File: src/rtl/lbm_pkg.sv
// Shared state/boundary types and index-width helpers for the lattice-Boltzmann
// control sequencer and its cell walker.
package lbm_pkg;

    typedef enum logic [4:0] {
        IDLE, INIT, MOM_LD, P_WE, DIV_START, DIV_WAIT, U_LD, U_WE, EQ_LD, EQ_WE,
        BC_WE, COLL_LD, COLL_WE, COLL_STALL, STREAM, NEXT_CELL, NEXT_STEP, DONE, ERROR
    } lbm_seq_state_t;

    typedef enum logic [1:0] {
        BND_NONE = 2'b00,
        BND_LID  = 2'b01,
        BND_WALL = 2'b10
    } bnd_t;

    // Index width for a count of n items, never narrower than one bit.
    function automatic int idx_w(input int n);
        return (n > 1) ? $clog2(n) : 1;
    endfunction

    function automatic int cell_w(input int nx, input int ny);
        return idx_w(nx * ny);
    endfunction

    function automatic int dir_w(input int q);
        return idx_w(q);
    endfunction

endpackage

File: src/rtl/lbm_cell_walker.sv
// Raster cell walker: x/y counters, linear cell index and boundary class,
// all without any division in hardware.
module lbm_cell_walker import lbm_pkg::*; #(
    parameter int NX = 16,
    parameter int NY = 16,
    localparam int CELL_W = cell_w(NX, NY)
) (
    input  logic              Clk,
    input  logic              Reset,
    input  logic              clr,
    input  logic              inc,
    output logic [CELL_W-1:0] cell_idx,
    output bnd_t              bnd,
    output logic              last
);
    localparam int XW = idx_w(NX);
    localparam int YW = idx_w(NY);

    logic [XW-1:0] x;
    logic [YW-1:0] y;
    logic          x_last;
    logic          y_last;

    assign x_last = (x == XW'(NX - 1));
    assign y_last = (y == YW'(NY - 1));
    assign last   = x_last && y_last;

    always_ff @(posedge Clk or negedge Reset) begin
        if (!Reset) begin
            x        <= '0;
            y        <= '0;
            cell_idx <= '0;
        end else if (clr || (inc && last)) begin
            x        <= '0;
            y        <= '0;
            cell_idx <= '0;
        end else if (inc) begin
            cell_idx <= cell_idx + CELL_W'(1);
            if (x_last) begin
                x <= '0;
                y <= y + YW'(1);
            end else begin
                x <= x + XW'(1);
            end
        end
    end

    // The lid row wins over the side walls at the two top corners.
    always_comb begin
        bnd = BND_NONE;
        if (y_last)
            bnd = BND_LID;
        else if ((y == '0) || (x == '0) || x_last)
            bnd = BND_WALL;
    end

endmodule

File: src/rtl/lbm_sequencer.sv
// Lattice-Boltzmann control sequencer: walks every cell of an NX x NY grid through
// moment, equilibrium, boundary, collision and stream phases for max_steps steps.
module lbm_sequencer import lbm_pkg::*; #(
    parameter int NX          = 16,
    parameter int NY          = 16,
    parameter int Q           = 9,
    parameter int TIME_W      = 16,
    parameter int DIV_TIMEOUT = 64,
    localparam int CELL_W     = cell_w(NX, NY),
    localparam int DIR_W      = dir_w(Q)
) (
    input  logic              Clk,
    input  logic              Reset,
    input  logic              start,
    input  logic              abort,
    input  logic [TIME_W-1:0] max_steps,
    input  logic              div_valid,
    input  logic [Q-1:0]      stream_ok,
    output logic [CELL_W-1:0] cell_idx,
    output logic [DIR_W-1:0]  dir_idx,
    output logic [TIME_W-1:0] step_idx,
    output logic [1:0]        bnd,
    output logic              init_we,
    output logic              mom_ld,
    output logic              p_we,
    output logic              div_start,
    output logic              u_ld,
    output logic              u_we,
    output logic              feq_ld,
    output logic              feq_we,
    output logic              bc_we,
    output logic              fout_ld,
    output logic              fout_we,
    output logic              fin_we,
    output logic              busy,
    output logic              done,
    output logic              err
);
    localparam int TMO_W = idx_w(DIV_TIMEOUT);

    lbm_seq_state_t    state, state_n;
    logic [TIME_W-1:0] max_q;
    logic [TMO_W-1:0]  tmo_q;
    logic              accept;
    logic              cell_last;
    bnd_t              cell_bnd;

    assign accept = start && !abort && ((state == IDLE) || (state == DONE));
    assign bnd    = cell_bnd;

    lbm_cell_walker #(.NX(NX), .NY(NY)) u_walker (
        .Clk      (Clk),
        .Reset    (Reset),
        .clr      (abort || accept),
        .inc      ((state == INIT) || (state == NEXT_CELL)),
        .cell_idx (cell_idx),
        .bnd      (cell_bnd),
        .last     (cell_last)
    );

    always_comb begin
        state_n = state;
        case (state)
            IDLE, DONE:  if (start) state_n = INIT;
            INIT:        if (cell_last) state_n = (max_q == '0) ? DONE : MOM_LD;
            MOM_LD:      state_n = P_WE;
            P_WE:        state_n = DIV_START;
            DIV_START:   state_n = DIV_WAIT;
            DIV_WAIT: begin
                if (div_valid)
                    state_n = U_LD;
                else if (tmo_q == TMO_W'(DIV_TIMEOUT - 1))
                    state_n = ERROR;
            end
            U_LD:        state_n = U_WE;
            U_WE:        state_n = EQ_LD;
            EQ_LD:       state_n = EQ_WE;
            EQ_WE:       state_n = (cell_bnd != BND_NONE) ? BC_WE : COLL_LD;
            BC_WE:       state_n = COLL_LD;
            COLL_LD:     state_n = COLL_WE;
            COLL_WE:     state_n = COLL_STALL;
            COLL_STALL:  state_n = STREAM;
            STREAM:      if (dir_idx == DIR_W'(Q - 1)) state_n = NEXT_CELL;
            NEXT_CELL:   state_n = cell_last ? NEXT_STEP : MOM_LD;
            NEXT_STEP:   state_n = ((step_idx + TIME_W'(1)) < max_q) ? MOM_LD : DONE;
            default:     state_n = state;
        endcase
        if (abort)
            state_n = IDLE;
    end

    // Strobes are registered from the next state so each is high exactly in its state.
    always_ff @(posedge Clk or negedge Reset) begin
        if (!Reset) begin
            state     <= IDLE;
            max_q     <= '0;
            tmo_q     <= '0;
            dir_idx   <= '0;
            step_idx  <= '0;
            init_we   <= 1'b0;
            mom_ld    <= 1'b0;
            p_we      <= 1'b0;
            div_start <= 1'b0;
            u_ld      <= 1'b0;
            u_we      <= 1'b0;
            feq_ld    <= 1'b0;
            feq_we    <= 1'b0;
            bc_we     <= 1'b0;
            fout_ld   <= 1'b0;
            fout_we   <= 1'b0;
            busy      <= 1'b0;
            done      <= 1'b0;
            err       <= 1'b0;
        end else begin
            state <= state_n;
            if (accept)
                max_q <= max_steps;
            tmo_q <= (state == DIV_WAIT) ? tmo_q + TMO_W'(1) : '0;
            if (abort || accept)
                dir_idx <= '0;
            else if (state == STREAM)
                dir_idx <= (dir_idx == DIR_W'(Q - 1)) ? '0 : dir_idx + DIR_W'(1);
            if (abort || accept)
                step_idx <= '0;
            else if (state == NEXT_STEP)
                step_idx <= step_idx + TIME_W'(1);
            init_we   <= (state_n == INIT);
            mom_ld    <= (state_n == MOM_LD);
            p_we      <= (state_n == P_WE);
            div_start <= (state_n == DIV_START);
            u_ld      <= (state_n == U_LD);
            u_we      <= (state_n == U_WE);
            feq_ld    <= (state_n == EQ_LD);
            feq_we    <= (state_n == EQ_WE);
            bc_we     <= (state_n == BC_WE);
            fout_ld   <= (state_n == COLL_LD);
            fout_we   <= (state_n == COLL_WE);
            busy      <= !(state_n inside {IDLE, DONE, ERROR});
            done      <= (state_n == DONE);
            err       <= (state_n == ERROR);
        end
    end

    assign fin_we = (state == STREAM) && stream_ok[dir_idx];

endmodule

File: config.mk
export PLATFORM = sky130hd
export DESIGN_NAME = lbm_sequencer
export DESIGN_NICKNAME = d
export VERILOG_FILES = /design/src/rtl/lbm_pkg.sv /design/src/rtl/lbm_cell_walker.sv /design/src/rtl/lbm_sequencer.sv
export SDC_FILE = /design/constraint.sdc
export NUM_CORES = 1
export LEC_CHECK = 0
export BUFFER_PORTS_ARGS = -buffer_cell sky130_fd_sc_hd__buf_2
export CAP_MARGIN = 20
export CORE_MARGIN = 3
export CORE_UTILIZATION = 51
export CTS_CLUSTER_DIAMETER = 40
export DETAILED_ROUTE_END_ITERATION = 6
export PLACE_DENSITY_LB_ADDON = 0.08
export SLEW_MARGIN = 20
export SYNTH_ARGS = -nofsm -noshare
export SYNTH_HDL_FRONTEND = slang
export SYNTH_SLANG_ARGS = --single-unit
File: constraint.sdc
create_clock -name Clk -period 3.3 [get_ports Clk]
set_input_delay 0.99 -clock Clk [delete_from_list [all_inputs] [get_ports Clk]]
set_output_delay 0.99 -clock Clk [all_outputs]
set_load 0.03 [all_outputs]
==> impl_metrics.ini <==
[route]
drc = 0
drt-total-wl_mm = 9.810
dr.first_iter.drc_count = 139
wl_per_cell_um = 14.91
antenna_left = 0
vias = 3554
viasPerCell = 5.401
first_pass_iters = 4

[die]
io_pins = 75
start_util_pct = 53.94
core-area_um2 = 7968
die_y_um = 97.80
die_x_um = 97.80
rows = 32
dieArea_um2 = 9565

[setup_path]
critPathLaunchType = flip-flop
crit_cells = 15
worstPathCellList = ha_4, nand3_4, nor3_4, and3_4, nand2_2, nor2_2, xor2_1, ha_1, a21oi_2, a21boi_2, a311oi_2, a31oi_2, o31a_1, nand2b_1, mux2_2
r2r_cells = 15
required_ns = 3.55
cpMaxStageDelayCell = dfrtp_2
worstPathArrival_ns = 3.44
path_buf_inv = 0
cp_top_family = compound AO/OA/AOI/OAI gates
critPathMaxStageDelay_ns = 0.41
cp-end-kind = flip-flop
cp_max_fo = 4
crit_type = reg2reg

[clock_tree]
clock_latency_ns = 0.36
h-tree-depth = 3
cts_buffers = 9
cts_root_buf = clkbuf_8
clockBufferDepth = 2
clock_sinks = 77
cts_hold_buf = 0
clk_pin_slew_worst_paths_ns = 0.08
cts_tree = yes

[placement]
place.gp.congestion = 0.9353
place_ws_ns = -0.09243
portBuffers = 74
dpl.cell_count = 633
dp_hpwl_mm = 7.174
dpl-instance-area_um2 = 4870

[logic_synthesis]
synth_edf_count = 0
synthArstFlopShare_pct = 100.0
syn_area_um2 = 4298
synthCells = 461
ys_seq_area_share_pct = 44.83
ys.warnings.count = 0
syn_nets = 515
synth.largest_area_cell = dfrtp_1
synth_cell_type_count = 49
avgSynthCellArea_um2 = 9.323
synth_ff_type = dfrtp_1
synthTopCellsByArea = dfrtp_1 45%, ha_1 7.0%, nor2_1 5.2%
ys_ff_latch = 77
yosysTopAreaCellShare_pct = 44.83

[layout]
antenna_cells = 0
fin_nets = 605
final_layout_size_suffix_gt1_share_pct = 30.04
area_growth_syn_to_layout_pct = 21.34
final_cell_mix = 73 x buf_2, 70 x dfrtp_1, 58 x nor2_1
finish.utilization_pct = 65.45
layout.cells.most_common = buf_2
finalInstanceArea_um2 = 5215
instances_no_fill = 658

[timing]
finalCriticalPeriod_ns = 3.195
fmax_ghz = 0.3130
worstMarginPinSlew_ns = 0.6595
finalCritPeriodShare_pct = 96.83
setup_ws_ns = 0.1047
skew_ns = 0.008415
finalSetupViolCount = 0
relSlewSlack_pct = 55.93
rsz0062_at_grt = yes
slew_viol_final = 0
final_hold_viol_count = 0

[global_route]
gr-usage-all-layers_pct = 21.03
first_global_vias = 3632
grt_overflow = 0
grt_pass1_wl_mm = 16.46
antenna_found_initial = 0
grt_start_max_net_pins = 53

[pwr]
power_leakage_uw = 0.002471
irDropWorstVdd_mv = 0.2488
power_density_nw_per_um2 = 377.3

[min_path]
min_path_type = reg2reg
holdPathStages = 1

[job]
max_cap_viol_count = 0

[status]
status = complete, no violations
==> state kept, by name, summed over array words and instances (netlist names), 4 cells and up <==
name,cells
u_walker.y,4
state,5
dir_idx,4
step_idx,16
max_q,16
u_walker.cell_idx,8
tmo_q,6
u_walker.x,4
==> area by class of cell <==
type,instances,area (um2)
well taps,102,127.6
multi-input cells,341,2335
flip-flops and latches,77,1936
repair buffers,95,530.5
clock buffers,10,137.6
clock inverters,6,47.55
fillers,691,2753
inverters,27,101.3
==> cell families (layout without fill, tap and decap cells) <==
logic type      count (synthesis)  after routing  share of synthesized area (%)
xor+xnor                       38             38                          7.744
compound gates                 59             59                          8.181
simple gates                  200            200                          22.39
flops                          77             77                          44.83
buf+inv                        43            138                          4.134
mux                            20             20                          5.735
fa+ha+maj                      24             24                          6.987
==> Yosys cell counts (4+ instances only) <==
| library cell | number |
|---|---|
| xor2_1 | 21 |
| nor4_1 | 6 |
| xnor2_1 | 17 |
| a21oi_1 | 27 |
| nand2_1 | 44 |
| inv_1 | 27 |
| dfrtp_1 | 77 |
| mux2_2 | 17 |
| or3_1 | 7 |
| nand4_1 | 7 |
| nand3_1 | 25 |
| or2_2 | 4 |
| nand2b_1 | 5 |
| nor3_1 | 20 |
| o21ai_0 | 13 |
| clkbuf_1 | 10 |
| ha_1 | 24 |
| nor2_1 | 59 |
| and3_1 | 6 |
==> per-stage QoR <==
| stage | power [uW] | setup TNS [ns] | hold WS [ns] |
|---|---|---|---|
| 2_1_floorplan | 1212 | 0 | 0.4329 |
| 3_3_place_gp | 1300 | 0 | 0.4449 |
| 3_5_place_dp | 1308 | -0.2595 | 0.4603 |
| 4_1_cts | 1989 | 0 | 0.4720 |
| 5_1_grt | 2077 | -0.4601 | 0.4973 |
| 6_report | 1968 | 0 | 0.4691 |
==> power by group <==
group          internal (uW)  switching [uW]
Combinational            114             138
Sequential               996            50.0
Clock                    297             373
==> worst paths after layout <==
check	startpoint	slack (ns)	to
min in group asynchronous	Reset	0.65	state[3]
worst min-delay path	tmo_q[0]	0.47	tmo_q[0]
worst min register to register	tmo_q[0]	0.47	tmo_q[0]
worst max-delay path	step_idx[0]	0.10	busy
worst max register to register	step_idx[0]	0.10	busy
max in group asynchronous	Reset	2.00	dir_idx[0]
==> per-layer routing <==
metal | routed length, um | vias to the layer above | GRT usage, %
met5 | 0 | - | 0
met4 | 182 | 0 | 10.86
met3 | 536 | 14 | 3.786
met2 | 4742 | 98 | 34.26
met1 | 4349 | 1676 | 26.88
li1 | - | 1766 | -
==> repair_timing <==
item                       4_1_cts  5_1_grt
resized for setup                2       20
pin swaps                        2       10
hold endpoints to repair         0        0
setup endpoints to repair        6       15
setup buffers                    2        7
Power figures use the tool's default switching activity.
